===== src/rtl/pid_pkg.sv =====
// Shared types and default widths for the buck-converter PID compensator.
// The duty ceiling is expressed in the accumulator's Q.FRAC scaling.
package pid_pkg;

  typedef enum logic [2:0] {
    IDLE,
    MAC0,
    MAC1,
    MAC2,
    SAT
  } state_t;

  localparam int ERR_W  = 8;
  localparam int COEF_W = 12;
  localparam int FRAC   = 8;
  localparam int DUTY_W = 9;
  localparam int ACC_W  = 24;

  function automatic int duty_max_q(input int duty_w, input int frac);
    return ((2 ** duty_w) - 1) * (2 ** frac);
  endfunction

  localparam int DUTY_MAX_Q = duty_max_q(DUTY_W, FRAC);

endpackage


===== src/rtl/pid_sat.sv =====
// Combinational clamp of the signed accumulator into the legal duty range
// [0, DUTY_MAX_Q], reporting which bound was hit.
module pid_sat #(
  parameter int ACC_W  = pid_pkg::ACC_W,
  parameter int DUTY_W = pid_pkg::DUTY_W,
  parameter int FRAC   = pid_pkg::FRAC
) (
  input  logic signed [ACC_W-1:0]       acc,
  output logic        [DUTY_W+FRAC-1:0] clamped,
  output logic                          sat_hi,
  output logic                          sat_lo
);
  import pid_pkg::*;

  localparam logic signed [ACC_W-1:0] MAX_Q = ACC_W'(duty_max_q(DUTY_W, FRAC));

  always_comb begin
    sat_hi  = (acc > MAX_Q);
    sat_lo  = acc[ACC_W-1];
    clamped = acc[DUTY_W+FRAC-1:0];
    if (sat_hi) begin
      clamped = MAX_Q[DUTY_W+FRAC-1:0];
    end else if (sat_lo) begin
      clamped = '0;
    end
  end

endmodule


===== src/rtl/pid_compensator.sv =====
// Incremental PID: u[n] = u[n-1] + a*e[n] + b*e[n-1] + c*e[n-2], one shared
// multiplier stepped by the FSM, clamped result fed back as u[n-1].
module pid_compensator #(
  parameter int ERR_W  = pid_pkg::ERR_W,
  parameter int COEF_W = pid_pkg::COEF_W,
  parameter int FRAC   = pid_pkg::FRAC,
  parameter int DUTY_W = pid_pkg::DUTY_W,
  parameter int ACC_W  = pid_pkg::ACC_W
) (
  input  logic              clk,
  input  logic              rst,
  input  logic              adc_valid,
  input  logic [ERR_W-1:0]  adc_err,
  input  logic [COEF_W-1:0] coef_a,
  input  logic [COEF_W-1:0] coef_b,
  input  logic [COEF_W-1:0] coef_c,
  output logic [DUTY_W-1:0] duty_out,
  output logic              duty_valid,
  output logic              busy,
  output logic              sat_hi,
  output logic              sat_lo,
  output logic              overrun
);
  import pid_pkg::*;

  localparam int PROD_W = ERR_W + COEF_W;
  localparam int U_W    = DUTY_W + FRAC;

  state_t                    state;
  logic signed [ACC_W-1:0]   acc;
  logic        [U_W-1:0]     u_prev;
  logic signed [ERR_W-1:0]   e0, e1, e2;

  logic signed [COEF_W-1:0]  coef_sel;
  logic signed [ERR_W-1:0]   err_sel;
  logic signed [PROD_W-1:0]  product;
  logic signed [ACC_W-1:0]   acc_sum;

  logic        [U_W-1:0]     clamped;
  logic                      clamp_hi, clamp_lo;

  // Operand mux for the single shared multiplier; idle states feed zeros.
  always_comb begin
    coef_sel = '0;
    err_sel  = '0;
    case (state)
      MAC0: begin coef_sel = coef_a; err_sel = e0; end
      MAC1: begin coef_sel = coef_b; err_sel = e1; end
      MAC2: begin coef_sel = coef_c; err_sel = e2; end
      default: ;
    endcase
  end

  assign product = PROD_W'(coef_sel) * PROD_W'(err_sel);
  assign acc_sum = acc + ACC_W'(product);

  pid_sat #(
    .ACC_W  (ACC_W),
    .DUTY_W (DUTY_W),
    .FRAC   (FRAC)
  ) u_sat (
    .acc     (acc),
    .clamped (clamped),
    .sat_hi  (clamp_hi),
    .sat_lo  (clamp_lo)
  );

  always_ff @(posedge clk or negedge rst) begin
    if (!rst) begin
      state      <= IDLE;
      acc        <= '0;
      u_prev     <= '0;
      e0         <= '0;
      e1         <= '0;
      e2         <= '0;
      duty_out   <= '0;
      duty_valid <= 1'b0;
      busy       <= 1'b0;
      sat_hi     <= 1'b0;
      sat_lo     <= 1'b0;
      overrun    <= 1'b0;
    end else begin
      duty_valid <= 1'b0;
      if (adc_valid && state != IDLE) begin
        overrun <= 1'b1;
      end
      case (state)
        IDLE: begin
          if (adc_valid) begin
            e0    <= adc_err;
            acc   <= ACC_W'(u_prev);
            state <= MAC0;
            busy  <= 1'b1;
          end
        end
        MAC0: begin
          acc   <= acc_sum;
          state <= MAC1;
        end
        MAC1: begin
          acc   <= acc_sum;
          state <= MAC2;
        end
        MAC2: begin
          acc   <= acc_sum;
          state <= SAT;
        end
        SAT: begin
          // Storing the clamped value (not raw acc) is what prevents windup.
          u_prev     <= clamped;
          duty_out   <= clamped[FRAC +: DUTY_W];
          sat_hi     <= clamp_hi;
          sat_lo     <= clamp_lo;
          e2         <= e1;
          e1         <= e0;
          duty_valid <= 1'b1;
          busy       <= 1'b0;
          state      <= IDLE;
        end
        default: begin
          state <= IDLE;
          busy  <= 1'b0;
        end
      endcase
    end
  end

endmodule


===== config.mk =====
export PLATFORM = sky130hd
export DESIGN_NAME = pid_compensator
export DESIGN_NICKNAME = d
export VERILOG_FILES = /design/src/rtl/pid_pkg.sv /design/src/rtl/pid_sat.sv /design/src/rtl/pid_compensator.sv
export SDC_FILE = /design/constraint.sdc
export NUM_CORES = 1
export LEC_CHECK = 0
export CAP_MARGIN = 20
export CORE_UTILIZATION = 50
export CTS_BUF_LIST = sky130_fd_sc_hd__clkbuf_16
export DETAILED_ROUTE_END_ITERATION = 8
export HOLD_SLACK_MARGIN = 0.1
export PLACE_DENSITY = 0.78
export SLEW_MARGIN = 0
export SYNTH_ARGS = -nofsm -noshare
export SYNTH_HDL_FRONTEND = slang
export SYNTH_HIERARCHICAL = 1
export SYNTH_SLANG_ARGS = --single-unit

===== constraint.sdc =====
create_clock -name clk -period 10.3 [get_ports clk]
set_clock_uncertainty 0.05 [all_clocks]
set_input_delay 2.06 -clock clk [delete_from_list [all_inputs] [get_ports clk]]
set_output_delay 2.06 -clock clk [all_outputs]
set_load 0.1 [all_outputs]

---- After elaboration in Yosys (flattened, before gate mapping) ----
Cells that the tools add are included.
cells by class
  multiply operators ...................... 1
  muxes and demuxes ....................... 11
  bitwise gates (word level) .............. 1
  shifts and indexed selects .............. 0
  reductions and logical operators ........ 8
  order comparisons ....................... 1
  divide/modulo/power cells ............... 0
  eq/ne operators ......................... 5
  add/sub/neg operators ................... 1
operators by type and width
  operator              number
  $pmux 24 s2           1
  $pmux 12 s3           1
  $mux 17               2
  $add 24x20->24        1
  $gt 24x18->1 const B  1
  $mux 24               1
  $pmux 8 s3            1
  $mul 12x8->20         1
  $pmux 3 s4            1
  $eq 3x2->1 const B    2
  $reduce_and 2->1      3
  $eq 3x1->1 const B    1
  $eq 3x3->1 const B    1
  $logic_not 3->1       1
  $mux 3                1
  $reduce_bool 3->1     1
  $reduce_or 3->1       1
  $mux 1                2
  $ne 2x2->1 const B    1
  $pmux 1 s2            1
  $reduce_bool 2->1     1
  $logic_and 1x1->1     1
  $not 1->1             1
word-level totals
  bits in read-only memories .............. 0
  logic and storage cells ................. 40
  bits in registers ....................... 82
  bits in writable memories ............... 0
  bits in latches ......................... 0
  output and inout port bits .............. 14
  memories kept ........................... 0

---- Logic depth before layout (Yosys ltp) ----
Gate-level depths: netlist (run 1).
  depth in word-level cells ............... 5
  depth in mapped cells ................... 25
  mapped depth without buffers ............ 22

---- Cells and area by module ----
Netlist (run 1), hierarchy kept.
by module, submodules not included
  module           area each (sq um)  instances  cells each
  pid_compensator  8066.5             1          828
  pid_sat          297.8              1          52

---- Least setup slack after synthesis (run 1) ----
No wires, ideal clock.
  path type ............................... input to register
  start ................................... in coef_c[11]
  end ..................................... reg acc[22]
  setup slack ............................. 2.605 ns
  stages .................................. 17
  required time ........................... 10.126 ns
  buffers on the path ..................... 0
  arrival time ............................ 7.521 ns
  cell sequence ........................... mux2_1 -> a22oi_1 -> or2_1 -> nor2b_1 -> fa_1 -> fa_1 -> fa_1 -> fa_1 -> ha_1 -> ha_1 -> a2111oi_2 -> inv_1 -> nor2_2 -> a211oi_2 -> a221oi_2 -> nor4b_2 -> a211o_1
between the ends
  longest elaborated chain between the ends .. 4
RTL lines
  what                  RTL line                RTL
  from (decl)           pid_compensator.sv:16   input logic [COEF_W-1:0] coef_c,
  $pmux 12 s3           pid_compensator.sv:46   case (state)
  $mul 12x8->20         pid_compensator.sv:54   assign product = PROD_W'(coef_sel) * PROD_W'(err_sel);
  $add 24x20->24        pid_compensator.sv:55   assign acc_sum = acc + ACC_W'(product);
  $pmux 24 s2           pid_compensator.sv:87   case (state)
  to (signal assigned)  pid_compensator.sv:91   acc <= ACC_W'(u_prev);
  to (signal assigned)  pid_compensator.sv:97   acc <= acc_sum;
  to (signal assigned)  pid_compensator.sv:101  acc <= acc_sum;
  to (decl)             pid_compensator.sv:30   logic signed [ACC_W-1:0] acc;
Every way passes these cells.
A chain may end at the register's enable or synchronous reset.

---- Final worst setup path (run 1) ----
Same ends and word-level chain as after synthesis.

==> impl_metrics.ini, run 1 <==
[flow_run]
max_cap_viol_count = 0

[setup_path]
arrival_ns = 8.03
critPathKind = primary input to flip-flop
crit_fanout = 13
worst-path-stages = 18
critPathLaunch = coef_c[11]
endpoint_kind = flip-flop
cp.required_ns = 10.49
cpPeakStageDelay_ns = 0.74
worst_path_max_delay_cell = nor2b_2
crit_top_cell = fa_1
worstPathCellList = clkdlybuf4s50_1 -> mux2_1 -> a22oi_1 -> or2_1 -> nor2b_2 -> fa_1 -> fa_1 -> fa_1 -> fa_1 -> ha_1 -> ha_1 -> a2111oi_2 -> inv_1 -> nor2_2 -> a211oi_2 -> a221oi_2 -> nor4b_2 -> a211o_1
reg2reg_depth = 18
worstReg2RegStart = state[0]
crit_family = adder cells
critPathBufInv = 2
crit_path_start_kind = primary input

[global_routing]
track_usage = 0.238
antenna_found_initial = 0
gr-total-overflow = 0
grt_pass1_wl_mm = 32.6
grt_pass1_vias = 6571
grt_max_degree = 74

[synthesis]
netlist_area_sq_mm = 0.00836
yosysTopAreaCell = fa_1
synthTopCellsByArea = fa_1, dfrtp_1, ha_1
synth.most_common_cell = inv_1
synth_edf_count = 0
synth_top_area_frac = 0.280
yosys-top-cells-count = inv_1, fa_1, nand2_1, nor2_1, dfrtp_1
yosysWarnings = 6
yosysSeqAreaShare = 0.218
synthCells = 880
synthArstFlopShare = 1.00
synthFlopType = dfrtp_1
synthesis.nets = 1097
synth_cell_types = 56
ys_ff_latch = 73
synth.avg_cell_area_sq_um = 9.50

[floorplanning]
die_area_sq_mm = 0.0173
ioPinCount = 61
design.core.area_sq_mm = 0.0161
floorplan.initialDensity = 0.519
dieHeight_um = 131
row_count = 46
die-width_um = 131

[status]
status = complete, no violations

[detailed_routing]
drc = 0
num_vias = 6219
ant_nets = 0
post_drt_wl_per_cell_um = 16.6
dr.first_iter.drc_count = 383
drt_pass1_iterations = 4
wl_mm = 18.8
viasPerCell = 5.47

[sta]
slew_violations = 0
timing.fmax_ghz = 0.127
worst_pin_slew_ns = 1.05
fin_setup_tns_ns = 0
period_share = 0.762
finalCriticalPeriod_ns = 7.85
rsz0062_at_grt = no
hold_viol = 0
relSlewSlack = 0.301
setup_violations = 0

[final_layout]
diodes = 0
area_growth_pct = 12.1
drive_gt1_frac = 0.0489
nets = 1132

[placement]
portBuffers = 60
hpwl_mm = 14.9
gp_congestion = 0.928

[clocking]
clkLatencyLatePin_ns = 0.35
cts_tree = built
clock_sinks = 73
postCtsSetupRepairBufs = 0
cts_root_buf = clkbuf_16
cts_resized = 0
cts_max_path_buffers = 2
cts_buffers = 9
cts.clk_slew.worst_paths_ns = 0.07
htreeDepth = 3
hold_buffers = 0

[hold_path]
whs_path_depth = 1
hp-class = flip-flop to flip-flop
worstHoldStart = overrun
==> worst register-to-register path, delay by kind of cell, from the launching register on <==
family,cells,cell delay [ns]
AO/OA/AOI/OAI,5,1.40
adder cells (fa/ha/maj),6,2.79
buffers and inverters,2,0.39
flip-flops,1,0.32
AND/OR/NAND/NOR,5,2.07
==> stage by stage <==
stage / instance area, sq um / setup slack, ns / utilization / hold WS (ns) / instances
global placement: 9060 / 2.02 / 0.562 / 0.410 / 1118
global route: 9380 / 2.06 / 0.582 / 0.450 / 1136
detailed placement: 9060 / 2.06 / 0.563 / 0.418 / 1119
CTS: 9370 / 2.43 / 0.581 / 0.432 / 1135
finish: 9380 / 2.45 / 0.582 / 0.425 / 1136
floorplan: 8360 / 2.61 / - / 0.404 / 880
==> cell families after synthesis <==
family / Yosys count / synth area share
multiplexers: 57 / 0.0764
flip-flops: 73 / 0.218
adder cells (fa/ha/maj): 170 / 0.359
AO/OA/AOI/OAI: 132 / 0.102
buffers and inverters: 174 / 0.0863
XOR/XNOR: 21 / 0.0220
AND/OR/NAND/NOR: 253 / 0.136
==> routing by layer <==
layer | part of all wire | GRT usage
met1 | 0.46 | 0.328
met2 | 0.46 | 0.370
met3 | 0.055 | 0.0525
met4 | 0.026 | 0.0820
met5 | 0 | 0
==> worst paths after layout <==
kind	to	slack [ns]
max in group asynchronous	e0[3]	7.81
min in group asynchronous	sat_hi	1.80
max reg2reg	acc[22]	3.17
min	overrun	0.43
max	acc[22]	2.45
min reg2reg	overrun	0.43
==> placed cells by master, fill, tap and decap left out, drive strengths merged, types with 3 or more instances in the layout <==
cell type	count
xor2	9
fa	117
o22ai	4
and2	6
nand4	10
nand3	9
o21ai	25
nor2b	12
xnor2	12
nor4	4
a221oi	3
or2	9
a31oi	17
a211oi	3
a21o	15
ha	53
clkdlybuf4s50	59
a21oi	39
clkbuf	9
nor3	5
dfrtp	73
a22oi	11
o21a	3
nor2	84
buf	12
nand2	101
inv	129
mux2	55
nand2b	5
==> final cells by class <==
class                           count  area, sq um
Clock buffer                        9          225
Inverter                          127          477
Multi-Input combinational cell    633         5820
Sequential cell                    73         1830
Timing Repair Buffer               71          681
Tap cell                          216          270
Fill cell                        1408         6740
Clock inverter                      7         78.8
==> flip-flops by register name (all words and copies together) (netlist names), 3 cells and up <==
name / count
e2: 8
duty_out: 8
e1: 8
u_prev: 9
state: 3
acc: 24
e0: 8
Power of run 1 is left out: the tool's default activity adds up to more than one toggle a clock period on the data nets, which glitch-free logic cannot reach.
==> run 2, diff against run 1 <==
clock period = 7.8 ns   (was 10.3 ns; I/O delays follow)
==> run 2 against run 1 <==
Net effect:
- non-clock buffer count increased by 6
- hold slack got worse by 0.0031 ns
- setup slack got worse by 2.0 ns
- count of clock-buffer cells in the layout unchanged
- sequential share of layout area decreased by 0.067 points
- core utilization increased by 0.20 points
- final cell count increased by 0.53%
- first-iteration DRC count increased by 14%
- design area increased by 0.35%
- routed wire length increased by 1.6%
- largest cell class unchanged
- register-to-register slack got worse by 2.1 ns
- critical path type unchanged
- via count increased by 1.7%
==> impl_metrics.ini, run 2 (synthesis gave the netlist of run 1 again) <==
[sta]
slew_violations = 0
hold_viol = 0
hold_ws_ns = 0.422
period_share = 0.943
setup_violations = 0
relSlewSlack = 0.297
timing.fmax_ghz = 0.136
worst_pin_slew_ns = 1.05
rsz0062_at_grt = no
finalCriticalPeriod_ns = 7.35
fin_setup_tns_ns = 0

[clocking]
cts_root_buf = clkbuf_16
cts_resized = 0
postCtsSetupRepairBufs = 0
cts_buffers = 9
htreeDepth = 3
clkLatencyLatePin_ns = 0.35
cts.clk_slew.worst_paths_ns = 0.07
cts_max_path_buffers = 2
clock_sinks = 73
hold_buffers = 0
cts_tree = built

[final_layout]
instances_no_fill = 1142
multi_input_area_sq_mm = 0.00582
mostFrequentLayoutCells = inv_1, fa_1, nand2_1, nor2_1, dfrtp_1
reg.largest.list = acc (24), u_prev (9)
diodes = 0
drive_gt1_frac = 0.0529
area_growth_pct = 12.5
layout.cells.most_common = inv_1
max_flop_register = acc
final.fill_count = 1374
regArea_sq_mm = 0.00183
nets = 1138
largest_reg_flops = 24

[detailed_routing]
drt_pass1_iterations = 5
drc = 0
wl_mm = 19.1
viasPerCell = 5.54
num_vias = 6326
post_drt_wl_per_cell_um = 16.8
ant_nets = 0
dr.first_iter.drc_count = 438

[floorplanning]
row_count = 46
dieHeight_um = 131
design.core.area_sq_mm = 0.0161
die_area_sq_mm = 0.0173
die-width_um = 131
floorplan.initialDensity = 0.519
ioPinCount = 61

[setup_path]
crit_top_cell = fa_1
crit_fanout = 8
worst_path_max_delay_cell = a21oi_1
crit_path_start_kind = primary input
cp.required_ns = 7.99
cpPeakStageDelay_ns = 0.59
endpoint_kind = flip-flop
critPathKind = primary input to flip-flop
arrival_ns = 7.54
worstPathCellList = clkdlybuf4s50_1 -> mux2_1 -> nand2_1 -> a21oi_1 -> nand2b_1 -> fa_1 -> fa_1 -> inv_1 -> fa_1 -> fa_1 -> inv_1 -> fa_1 -> inv_1 -> ha_1 -> nand2_1 -> o21ai_1 -> nand3_1 -> o21ai_1 -> a41oi_1 -> mux2i_1 -> nand2_1

[global_routing]
grt_pass1_vias = 6557
grt_pass1_wl_mm = 32.9
gr-total-overflow = 0
track_usage = 0.241
busiest_layer = met2
use_met1 = 0.339
antenna_found_initial = 0
use_met3 = 0.0467
grt_max_degree = 74
use_met2 = 0.371

[placement]
dp.cells = 1125
hpwl_mm = 15.1
portBuffers = 60
gp_congestion = 0.950

[hold_path]
hp-class = flip-flop to flip-flop

[status]
status = complete, no violations

[flow_run]
max_cap_viol_count = 0
run 2: cell count changes in the layout (fill, tap and decap cells not counted), sizes merged:
cell      previous run  this run
buf                 12        18
clkinv               2         4
bufinv               1         0
clkinvlp             2         1
run 2: worst max-delay path, delay by kind of cell:
kind / cells / cell delay, ns
buf+inv: 4 / 0.62
fa+ha+maj: 6 / 3.07
compound gates: 4 / 1.48
mux: 2 / 0.30
simple gates: 5 / 0.52
run 2: final cells by class:
cell class / count / share of cell area
Inverter: 127 / 0.0507
Tap cell: 216 / 0.0287
Multi-Input combinational cell: 633 / 0.618
Clock buffer: 9 / 0.0239
Clock inverter: 7 / 0.00492
Sequential cell: 73 / 0.194
Timing Repair Buffer: 77 / 0.0793
run 2: routing by layer:
metal	up-vias	part of all wire
met4	0	0.027
met3	40	0.070
met5	-	0
met2	251	0.45
li1	2935	-
met1	3100	0.45
run 2: through the flow:
step	cell area [sq um]	util	setup WS, ns
5_1_grt	9410	0.584	0.0104
3_5_place_dp	9110	0.565	0.197
4_1_cts	9380	0.582	0.534
2_1_floorplan	8360	-	0.605
3_3_place_gp	9110	0.565	0.295
6_report	9410	0.584	0.447
run 2: worst paths after layout:
kind / slack, ns / end / from / cells past startpoint
setup reg to reg: 1.03 / acc[23] / state[0] / 22
max in group asynchronous: 5.80 / u_prev[16] / rst / 1
setup / recovery: 0.45 / acc[23] / coef_c[1] / 21
hold reg to reg: 0.42 / overrun / overrun / 1
hold / removal: 0.42 / overrun / overrun / 1
min in group asynchronous: 1.31 / acc[0] / rst / 1
Power of run 2 is left out for the same reason.
